===== src/rtl/operand_net_iface.sv =====
`default_nettype none
// +----------------------------------------------------------------------------+
// | Module      : operand_net_iface                                            |
// | Description : Tile <-> operand-router local-port interface. Stamps and     |
// |               injects flits with one-outstanding req/ack plus retry;       |
// |               queues ejected flits for the tile with overflow tracking.    |
// | Revision    : 1.0 - initial release                                        |
// +----------------------------------------------------------------------------+
module operand_net_iface #(
    parameter int FLIT_W    = 64,
    parameter int PRI_W     = 2,
    parameter int INJ_DEPTH = 4,
    parameter int EJ_DEPTH  = 4,
    parameter int CNT_W     = 8
) (
    input  logic              clk,
    input  logic              rst,
    input  logic              tile_inj_valid,
    output logic              tile_inj_ready,
    input  logic [FLIT_W-1:0] tile_inj_flit,
    input  logic [PRI_W-1:0]  tile_inj_pri,
    output logic [FLIT_W-1:0] rtr_flit_in,
    output logic              rtr_req_in,
    input  logic              rtr_ack_out,
    input  logic [FLIT_W-1:0] rtr_flit_out,
    input  logic              rtr_req_out,
    output logic              tile_ej_valid,
    input  logic              tile_ej_ready,
    output logic [FLIT_W-1:0] tile_ej_flit,
    output logic              overflow_err,
    output logic [CNT_W-1:0]  retry_cnt,
    output logic [CNT_W-1:0]  drop_cnt
);

    localparam int c_inj_aw = $clog2(INJ_DEPTH);
    localparam int c_ej_aw  = $clog2(EJ_DEPTH);

    localparam logic [c_inj_aw:0]   c_inj_full    = INJ_DEPTH[c_inj_aw:0];
    localparam logic [c_inj_aw:0]   c_inj_one     = 1;
    localparam logic [c_inj_aw-1:0] c_inj_ptr_one = 1;
    localparam logic [c_ej_aw:0]    c_ej_full     = EJ_DEPTH[c_ej_aw:0];
    localparam logic [c_ej_aw:0]    c_ej_one      = 1;
    localparam logic [c_ej_aw-1:0]  c_ej_ptr_one  = 1;
    localparam logic [CNT_W-1:0]    c_cnt_max     = {CNT_W{1'b1}};
    localparam logic [CNT_W-1:0]    c_cnt_one     = 1;

    localparam logic [1:0] c_st_idle = 2'd0;
    localparam logic [1:0] c_st_send = 2'd1;
    localparam logic [1:0] c_st_wait = 2'd2;

    // ---------------- injection path ----------------
    logic [FLIT_W-1:0]   r_inj_mem [INJ_DEPTH];
    logic [c_inj_aw-1:0] r_inj_wr;
    logic [c_inj_aw-1:0] r_inj_rd;
    logic [c_inj_aw:0]   r_inj_cnt;
    logic [1:0]          r_state;
    logic                r_req_in;
    logic [FLIT_W-1:0]   r_flit_in;
    logic [CNT_W-1:0]    r_retry_cnt;

    logic                w_inj_full;
    logic                w_inj_push;
    logic                w_inj_pop;
    logic [c_inj_aw-1:0] w_inj_rd_nxt;
    logic [FLIT_W-1:0]   w_inj_stamped;
    logic                w_unused_pri;

    assign w_inj_full    = (r_inj_cnt == c_inj_full);
    assign w_inj_push    = tile_inj_valid && !w_inj_full;
    assign w_inj_pop     = (r_state == c_st_wait) && rtr_ack_out;
    assign w_inj_rd_nxt  = r_inj_rd + c_inj_ptr_one;
    assign w_inj_stamped = {tile_inj_pri, tile_inj_flit[FLIT_W-PRI_W-1:0]};
    // Priority bits from the tile are overwritten by tile_inj_pri.
    assign w_unused_pri  = ^tile_inj_flit[FLIT_W-1 -: PRI_W];

    always_ff @(posedge clk) begin
        if (w_inj_push) begin
            r_inj_mem[r_inj_wr] <= w_inj_stamped;
        end
    end

    always_ff @(posedge clk) begin
        if (rst) begin
            r_inj_wr    <= '0;
            r_inj_rd    <= '0;
            r_inj_cnt   <= '0;
            r_state     <= c_st_idle;
            r_req_in    <= 1'b0;
            r_flit_in   <= '0;
            r_retry_cnt <= '0;
        end else begin
            if (w_inj_push) begin
                r_inj_wr <= r_inj_wr + c_inj_ptr_one;
            end
            if (w_inj_pop) begin
                r_inj_rd <= w_inj_rd_nxt;
            end
            case ({w_inj_push, w_inj_pop})
                2'b10:   r_inj_cnt <= r_inj_cnt + c_inj_one;
                2'b01:   r_inj_cnt <= r_inj_cnt - c_inj_one;
                default: r_inj_cnt <= r_inj_cnt;
            endcase

            case (r_state)
                c_st_idle: begin
                    if (r_inj_cnt != '0) begin
                        r_state   <= c_st_send;
                        r_req_in  <= 1'b1;
                        r_flit_in <= r_inj_mem[r_inj_rd];
                    end
                end
                c_st_send: begin
                    r_state  <= c_st_wait;
                    r_req_in <= 1'b0;
                end
                c_st_wait: begin
                    if (rtr_ack_out) begin
                        // Head is retired this cycle; chain straight into the next one.
                        if (r_inj_cnt > c_inj_one) begin
                            r_state   <= c_st_send;
                            r_req_in  <= 1'b1;
                            r_flit_in <= r_inj_mem[w_inj_rd_nxt];
                        end else begin
                            r_state <= c_st_idle;
                        end
                    end else begin
                        r_state  <= c_st_send;
                        r_req_in <= 1'b1;
                        if (r_retry_cnt != c_cnt_max) begin
                            r_retry_cnt <= r_retry_cnt + c_cnt_one;
                        end
                    end
                end
                default: begin
                    r_state  <= c_st_idle;
                    r_req_in <= 1'b0;
                end
            endcase
        end
    end

    assign tile_inj_ready = !w_inj_full;
    assign rtr_req_in     = r_req_in;
    assign rtr_flit_in    = r_flit_in;
    assign retry_cnt      = r_retry_cnt;

    // ---------------- ejection path ----------------
    logic [FLIT_W-1:0]  r_ej_mem [EJ_DEPTH];
    logic [c_ej_aw-1:0] r_ej_wr;
    logic [c_ej_aw-1:0] r_ej_rd;
    logic [c_ej_aw:0]   r_ej_cnt;
    logic               r_overflow;
    logic [CNT_W-1:0]   r_drop_cnt;

    logic w_ej_full;
    logic w_ej_pop;
    logic w_ej_push;
    logic w_ej_drop;

    assign w_ej_full = (r_ej_cnt == c_ej_full);
    assign w_ej_pop  = (r_ej_cnt != '0) && tile_ej_ready;
    // A pop in the same cycle frees the slot the incoming flit lands in.
    assign w_ej_push = rtr_req_out && (!w_ej_full || w_ej_pop);
    assign w_ej_drop = rtr_req_out && w_ej_full && !w_ej_pop;

    always_ff @(posedge clk) begin
        if (rst) begin
            for (int i = 0; i < EJ_DEPTH; i++) begin
                r_ej_mem[i] <= '0;
            end
        end else if (w_ej_push) begin
            r_ej_mem[r_ej_wr] <= rtr_flit_out;
        end
    end

    always_ff @(posedge clk) begin
        if (rst) begin
            r_ej_wr    <= '0;
            r_ej_rd    <= '0;
            r_ej_cnt   <= '0;
            r_overflow <= 1'b0;
            r_drop_cnt <= '0;
        end else begin
            if (w_ej_push) begin
                r_ej_wr <= r_ej_wr + c_ej_ptr_one;
            end
            if (w_ej_pop) begin
                r_ej_rd <= r_ej_rd + c_ej_ptr_one;
            end
            case ({w_ej_push, w_ej_pop})
                2'b10:   r_ej_cnt <= r_ej_cnt + c_ej_one;
                2'b01:   r_ej_cnt <= r_ej_cnt - c_ej_one;
                default: r_ej_cnt <= r_ej_cnt;
            endcase
            if (w_ej_drop) begin
                r_overflow <= 1'b1;
                if (r_drop_cnt != c_cnt_max) begin
                    r_drop_cnt <= r_drop_cnt + c_cnt_one;
                end
            end
        end
    end

    assign tile_ej_valid = (r_ej_cnt != '0);
    assign tile_ej_flit  = r_ej_mem[r_ej_rd];
    assign overflow_err  = r_overflow;
    assign drop_cnt      = r_drop_cnt;

endmodule
`default_nettype wire


===== config.mk =====
export PLATFORM = sky130hd
export DESIGN_NAME = operand_net_iface
export DESIGN_NICKNAME = d
export VERILOG_FILES = /design/src/rtl/operand_net_iface.sv
export SDC_FILE = /design/constraint.sdc
export NUM_CORES = 1
export LEC_CHECK = 0
export CORE_MARGIN = 1
export CORE_UTILIZATION = 45
export CTS_CLUSTER_DIAMETER = 120
export DETAILED_ROUTE_END_ITERATION = 10
export PLACE_DENSITY = 0.66
export SLEW_MARGIN = 20
export SYNTH_ARGS = -nofsm -noshare
export SYNTH_HDL_FRONTEND = slang
export SYNTH_SLANG_ARGS = --single-unit

===== constraint.sdc =====
create_clock -name clk -period 14.15 [get_ports clk]
set_input_delay 2.83 -clock clk [delete_from_list [all_inputs] [get_ports clk]]
set_output_delay 2.83 -clock clk [all_outputs]
set_load 0.01 [all_outputs]

==> results of run 1 <==
## per-stage QoR
step | setup slack (ns) | hold WS, ns | util (%) | cells | cell area [um2]
after floorplan | 7.46 | 0.483 | - | 1678 | 26300
after global placement | 7.90 | 0.446 | 51.7 | 2617 | 29900
after detailed placement | 7.90 | 0.447 | 51.7 | 2617 | 29900
after CTS | 7.95 | 0.463 | 55.3 | 2738 | 31900
after global routing | 7.82 | 0.482 | 55.3 | 2740 | 32000
final | 8.08 | 0.462 | 55.3 | 2742 | 32000
## flip-flops by register name, indices dropped and copies added (netlist names), named ones only
name,count
r_ej_mem,256
r_inj_mem,256
rtr_flit_in,64
drop_cnt,8
retry_cnt,8
r_ej_cnt,3
r_inj_cnt,3
r_ej_rd,2
r_ej_wr,2
r_inj_rd,2
r_inj_wr,2
r_state,2
overflow_err,1
rtr_req_in,1
## kinds of logic after synthesis
| logic type | synth area share, % |
|---|---|
| flops | 66.1 |
| simple gates | 7.84 |
| mux | 15.4 |
| compound gates | 7.31 |
| buf+inv | 2.09 |
| xor+xnor | 0.532 |
| fa+ha+maj | 0.646 |
## power by group
group          leakage, nW  switching, mW  internal (mW)
clock                 1.02          0.685          0.970
combinational         4.02          0.420          0.436
sequential            5.85         0.0852           2.13
## worst max-delay path, stage by stage, from the launching register on
cell and delay (ns):
dfxtp_4 0.66, buf_4 0.78, mux4_2 0.60, clkdlybuf4s50_1 0.55
## area by class of cell
type,count,share of cell area (%)
diodes,4,0.0313
clock buffers,98,6.06
clock inverters,23,0.482
inverters,10,0.117
multi-input cells,921,26.4
flip-flops and latches,614,54.5
well taps,765,2.99
repair buffers,307,9.40
## per-layer routing
metal,track usage (%),wire length [um]
met2,35.8,30700
met5,0,71
met4,6.53,1190
met3,5.20,4070
met1,24.9,25200
## worst paths after layout
path,slack [ns],cells after the start,startpoint,end
setup / recovery,8.08,3,register,tile_ej_flit[21]
hold / removal,0.46,1,rtr_req_in,rtr_req_in
setup reg to reg,10.90,6,r_ej_cnt[0],r_ej_mem[0][23]
hold reg to reg,0.46,1,rtr_req_in,rtr_req_in
## layout by cell type, fill, tap and decap left out, drive strengths merged, types with 2 or more instances in the layout
| master | synthesis | final |
|---|---|---|
| dfxtp | 102 | 102 |
| o221ai | 64 | 64 |
| ha | 12 | 12 |
| and2 | 133 | 133 |
| buf | 22 | 27 |
| a311oi | 2 | 2 |
| nor3b | 3 | 3 |
| nand4 | 4 | 4 |
| a21oi | 9 | 9 |
| o21bai | 3 | 3 |
| xor2 | 12 | 12 |
| clkinv | 0 | 16 |
| a31o | 2 | 2 |
| clkbuf | 111 | 98 |
| nor2 | 29 | 29 |
| a21boi | 2 | 2 |
| o211ai | 2 | 2 |
| o22a | 64 | 64 |
| clkdlybuf4s50 | 0 | 280 |
| a22o | 64 | 64 |
| a31oi | 2 | 2 |
| mux2 | 2 | 2 |
| nor2b | 5 | 5 |
| edfxtp | 512 | 512 |
| and3 | 130 | 130 |
| mux2i | 260 | 260 |
| inv | 10 | 12 |
| mux4 | 64 | 64 |
| or3b | 2 | 2 |
| nor4b | 2 | 2 |
| or3 | 5 | 5 |
| diode | 0 | 4 |
| nor3 | 2 | 2 |
| and4 | 2 | 2 |
| nand2 | 7 | 7 |
| nand3 | 8 | 8 |
| or2 | 2 | 2 |
| xnor2 | 4 | 4 |
| o21ai | 5 | 5 |
| clkinvlp | 0 | 4 |
==> impl_metrics.csv, run 1 <==
group,metric,value,unit
outcome,outcome,"finished clean",
sta,skew,0.0229,ns
placed_design,dpl.hpwl,33.2,mm
placed_design,gp_congestion,0.738,
synth,synth_top_area_share,58.4,%
grt,grt_pass1_wl,93.9,mm
final_layout,regArea,17400,um2
sta,tns,0,ns
worst_setup_path,cp-start-kind,"register",
synth,synth-seq-cells,614,
power,power.density,148,nW/um2
synth,async_reset_ff_share,0,%
sta,final.period_utilization,42.9,%
drt,drt-initial-drc-count,821,
floorplan,die_x,244,um
flow_run,drv_cap,0,
sta,worst_pin_slew,1.06,ns
power,power.total,4.73,mW
clock_tree,holdBufCountCts,0,
floorplan,dieArea,59500,um2
synth,netlist_instances,1678,
clock_tree,cts_sinks,614,
synth,synth_cell_types,56,
floorplan,initial_core_util,45.6,%
drt,wl,61.2,mm
clock_tree,cts_setup_buffers,0,
final_layout,finalNetCount,2069,
clock_tree,h-tree-depth,3,
final_layout,fillCellCount,4694,
drt,detail_route.first_pass.iterations,4,
worst_setup_path,endpoint_kind,"output pin",
final_layout,multi_input_area,8430,um2
sta,hold_viol_final,0,
placed_design,io_buffers,281,
grt,grt_antenna_before_repair,9,
floorplan,io_pins,284,
synth,synth_area,26300,um2
clock_tree,cts_tree,"done",
power,ir_drop,0.000106,V
grt,grt_pass1_vias,16500,
worst_setup_path,critPathKind,"register to output pin",
synth,yosysWarnings,0,
worst_setup_path,cp.required,11.32,ns
synth,synth-edff-count,512,
grt,grt_usage,20.5,%
clock_tree,clkLatencyLatePin,0.60,ns
synth,synth_top_flop_cell,"edfxtp_1",
drt,drcViolationCount,0,
drt,route.vias.total,15600,
worst_hold_path,hold_class,"register to register",
floorplan,die_height,244,um
sta,setup_viol,0,
synth,yosysTopAreaCell,"edfxtp_1",
synth,ys_seq_area_share,66.1,%
drt,drtAntennaViolNets,0,
grt,grt_max_degree,103,
synth,postSynthAreaPerCell,15.7,um2
clock_tree,cts_resized,0,
sta,max_freq,165,MHz
floorplan,core,57800,um2
sta,rsz0062_at_grt,"no",
sta,layout_min_cycle_time,6.07,ns
drt,routedWlPerCell,22.3,um
sta,slew_headroom,29.0,%
grt,grt_overflow,0,
clock_tree,cts-root-buf,"clkbuf_16",
synth,yosysMostFrequentCell,"edfxtp_1",
worst_setup_path,arrival,3.24,ns
final_layout,area_growth,21.4,%
worst_setup_path,path_max_fanout,42,
clock_tree,clockBufferDepth,3,
drt,via_per_inst,5.70,
clock_tree,path_clk_slew,0.06,ns
synth,synthTopCellsByArea,"edfxtp_1, mux2i_1, dfxtp_1, mux4_2, and2_1",
floorplan,fp-row-count,88,
final_layout,drive_gt1_share,10.7,%
power,p_leak,10.9,nW
synth,synthTopCellsByCount,"edfxtp_1, mux2i_1, and2_1",
sta,maxSlewViolCount,0,
clock_tree,cts_inserted_buffers,66,
synth,syn-num-nets,1827,
No activity file was read; power rests on OpenSTA's default activity.
==> inputs of run 2 (changes only) <==
- clock period: 14.15 -> 5.8 ns (I/O delays scaled with it)
==> impl_metrics.csv, run 2 (synthesis results as in run 1) <==
group,metric,value,unit
outcome,outcome,"finished clean",
sta,skew,0.0166,ns
sta,max_freq,237,MHz
placed_design,io_buffers,281,
grt,grt_max_degree,152,
sta,maxSlewViolCount,0,
worst_setup_path,crit_family,"buffers and inverters",
worst_setup_path,cp_slowest_cell,"dfxtp_4",
sta,rsz0062_at_grt,"no",
sta,layout_min_cycle_time,4.22,ns
flow_run,drv_cap,0,
placed_design,dp_cells,2618,
sta,slew_headroom,22.4,%
final_layout,fillCellCount,4589,
grt,met3_usage,4.62,%
power,p_leak,11.0,nW
clock_tree,clkLatencyLatePin,0.60,ns
worst_setup_path,arrival,3.06,ns
clock_tree,cts-root-buf,"clkbuf_16",
drt,wl,61.0,mm
final_layout,area_growth,22.0,%
clock_tree,cts_sinks,614,
power,ir_drop,0.000272,V
drt,drtAntennaViolNets,0,
clock_tree,path_clk_slew,0.06,ns
final_layout,instances_no_fill,2743,
floorplan,core,57800,um2
floorplan,fp-row-count,88,
grt,gr-usage-met2,35.3,%
grt,grt_usage,20.4,%
grt,grt_overflow,0,
floorplan,die_height,244,um
worst_setup_path,cp.required,4.64,ns
worst_setup_path,path_max_fanout,40,
worst_hold_path,hold_class,"register to register",
drt,via_per_inst,5.70,
drt,route.vias.total,15600,
floorplan,die_x,244,um
placed_design,gp_congestion,0.724,
drt,routedWlPerCell,22.2,um
worst_setup_path,max_stage_delay,0.92,ns
clock_tree,cts_inserted_buffers,67,
placed_design,dpl.hpwl,33.1,mm
worst_setup_path,cp-start-kind,"register",
sta,tns,0,ns
drt,detail_route.first_pass.iterations,5,
grt,grt_antenna_before_repair,10,
floorplan,io_pins,284,
grt,grt_busiest_layer,"met2",
clock_tree,clockBufferDepth,3,
grt,grt_pass1_vias,16500,
drt,drt-initial-drc-count,777,
clock_tree,h-tree-depth,3,
floorplan,initial_core_util,45.6,%
final_layout,finalNetCount,2071,
worst_setup_path,endpoint_kind,"output pin",
clock_tree,cts_resized,0,
sta,final.period_utilization,72.8,%
worst_setup_path,critPathKind,"register to output pin",
worst_setup_path,path_buf_inv,2,
drt,drcViolationCount,0,
sta,worst_pin_slew,1.16,ns
final_layout,mostFrequentLayoutCell,"edfxtp_1",
grt,grt_pass1_wl,93.6,mm
floorplan,dieArea,59500,um2
final_layout,mostFrequentLayoutCells,"edfxtp_1, clkdlybuf4s50_1, mux2i_1",
worst_setup_path,path_cells,"buf_4 -> mux4_2 -> clkdlybuf4s50_1",
power,power.density,364,nW/um2
clock_tree,holdBufCountCts,0,
final_layout,drive_gt1_share,11.0,%
grt,grtUsageMet1,25.4,%
clock_tree,cts_tree,"done",
sta,hold_viol_final,0,
sta,setup_viol,0,
clock_tree,cts_setup_buffers,0,
run 2: routing by layer:
layer / wire (um) / part of all wire (%)
met1: 25200 / 41
met2: 30700 / 50
met3: 3900 / 6.4
met4: 1120 / 1.8
met5: 95 / 0.16
run 2: worst paths after layout:
check	from	to	slack, ns	cells past startpoint
max	register	tile_ej_flit[11]	1.58	3
min	rtr_req_in	rtr_req_in	0.46	1
max reg2reg	r_ej_cnt[0]	r_ej_mem[0][15]	2.65	6
min reg2reg	rtr_req_in	rtr_req_in	0.46	1
run 2: where the power goes:
group / internal (mW) / total [mW] / switching, mW
clock network: 2.48 / 4.18 / 1.70
registers: 5.19 / 5.43 / 0.239
logic: 1.07 / 2.07 / 0.996
total: 8.75 / 11.7 / 2.94
run 2: layout make-up:
type	instances	area, um2	area share, %
clock inverters	30	284	0.884
multi-input cells	921	8430	26.2
clock buffers	93	1900	5.90
repair buffers	308	3090	9.60
diodes	2	5.00	0.0156
well taps	765	957	2.98
inverters	10	37.5	0.117
flip-flops and latches	614	17400	54.3
run 2: through the flow:
step           power (mW)  setup WS [ns]  cell area, um2  util (%)  hold slack [ns]
3_5_place_dp         7.62           1.33           29900      51.8            0.445
2_1_floorplan        6.59          0.780           26300         -            0.483
6_report             11.7           1.58           32100      55.6            0.455
3_3_place_gp         7.58           1.33           29900      51.8            0.447
4_1_cts              11.8           1.44           32100      55.6            0.458
5_1_grt              12.1           1.35           32100      55.6            0.486
==> inputs of run 3 (changes only) <==
- clock period: 5.8 -> 4.4 ns (I/O delays scaled with it)
==> impl_metrics.csv, run 3 (synthesis results as in run 1) <==
group,metric,value,unit
final_layout,drive_gt1_share,10.9,%
worst_setup_path,r2r-start,"r_ej_cnt[0]",
worst_setup_path,arrival,2.76,ns
power,power.total,15.3,mW
worst_setup_path,cp-start-kind,"register",
sta,worst_pin_slew,1.06,ns
sta,setup_viol,0,
clock_tree,cts_tree,"done",
floorplan,die_height,244,um
placed_design,dp_cells,2624,
sta,layout_min_cycle_time,3.64,ns
drt,drtAntennaViolNets,0,
clock_tree,cts_inserted_buffers,67,
worst_setup_path,path_buf_inv,2,
sta,slew_headroom,29.2,%
worst_setup_path,path_cells,"buf_12 -> mux4_2 -> clkdlybuf4s50_1",
power,ir_drop,0.000366,V
sta,tns,0,ns
grt,grt_pass1_vias,16800,
floorplan,dieArea,59500,um2
final_layout,instances_no_fill,2745,
clock_tree,clkLatencyLatePin,0.60,ns
sta,hold_ws,0.460,ns
drt,route.vias.total,15700,
drt,via_per_inst,5.71,
placed_design,gp_congestion,0.750,
flow_run,drv_cap,0,
clock_tree,cts_resized,0,
clock_tree,cts_setup_buffers,0,
final_layout,fillCellCount,4621,
grt,grt_max_degree,193,
floorplan,initial_core_util,45.6,%
drt,drt-initial-drc-count,732,
floorplan,die_x,244,um
placed_design,dpl.hpwl,34.9,mm
sta,maxSlewViolCount,0,
power,power.density,477,nW/um2
final_layout,finalNetCount,2077,
drt,detail_route.first_pass.iterations,5,
worst_setup_path,max_stage_delay,0.78,ns
sta,worst_slack,0.764,ns
sta,final.period_utilization,82.6,%
grt,grt_pass1_wl,94.4,mm
sta,rsz0062_at_grt,"no",
clock_tree,path_clk_slew,0.06,ns
worst_setup_path,endpoint_kind,"output pin",
clock_tree,cts_sinks,614,
placed_design,dpl_worst_slack,0.800,ns
sta,skew,0.0210,ns
drt,routedWlPerCell,22.5,um
worst_setup_path,path_max_fanout,29,
worst_setup_path,cp.required,3.52,ns
clock_tree,holdBufCountCts,0,
clock_tree,h-tree-depth,3,
worst_setup_path,critPathKind,"register to output pin",
floorplan,fp-row-count,88,
outcome,outcome,"finished clean",
clock_tree,cts-root-buf,"clkbuf_16",
worst_hold_path,hold_class,"register to register",
worst_setup_path,cp_slowest_cell,"dfxtp_4",
worst_setup_path,crit_family,"buffers and inverters",
sta,max_freq,275,MHz
floorplan,io_pins,284,
placed_design,io_buffers,281,
final_layout,mostFrequentLayoutCell,"edfxtp_1",
sta,hold_viol_final,0,
worst_hold_path,hp-start,"rtr_req_in",
drt,wl,61.7,mm
grt,grt_overflow,0,
power,p_leak,11.0,nW
clock_tree,clockBufferDepth,3,
grt,grt_antenna_before_repair,10,
drt,drcViolationCount,0,
final_layout,mostFrequentLayoutCells,"edfxtp_1, clkdlybuf4s50_1, mux2i_1",
final_layout,area_growth,22.0,%
grt,grt_usage,20.7,%
floorplan,core,57800,um2
[run 3: changes by cell type in the layout (fill, tap and decap cells not counted), moves of 2 or more]
cell       delta
buf_12        +2
clkbuf_8      -8
clkbuf_16     +2
clkinv_1      +4
buf_4         +4
inv_6         -3
clkinv_2      +3
[run 3: per-layer routing]
metal | global-route usage (%) | up-vias | wire length [um]
met5 | 0 | - | 102
met4 | 7.52 | 16 | 1530
met3 | 5.01 | 118 | 4240
met2 | 35.9 | 402 | 30900
met1 | 25.0 | 7984 | 24800
li1 | - | 7161 | -
[run 3: where the power goes]
group | internal, mW | switching, mW
logic | 1.44 | 1.32
registers | 6.85 | 0.309
clock network | 3.18 | 2.22
total | 11.5 | 3.85
[run 3: per-stage QoR]
step / instance area (um2) / utilization, %
global placement: 30000 / 51.9
finish: 32100 / 55.6
floorplan: 26300 / -
detailed placement: 30000 / 51.9
global route: 32100 / 55.6
CTS: 32100 / 55.5
[run 3: final timing paths]
kind	endpoint	slack, ns	cells after the start
worst max-delay path	tile_ej_flit[21]	0.76	3
worst min-delay path	rtr_req_in	0.46	1
worst min register to register	rtr_req_in	0.46	1
worst max register to register	r_ej_cnt[2]	1.75	8
[run 3: layout make-up]
type	count	area (um2)	area share [%]
Clock inverter	32	264	0.822
Inverter	10	37.5	0.117
Clock buffer	87	1840	5.72
Timing Repair Buffer	314	3160	9.83
Multi-Input combinational cell	921	8430	26.2
Tap cell	765	957	2.98
Antenna cell	2	5.00	0.0156
Sequential cell	614	17400	54.3
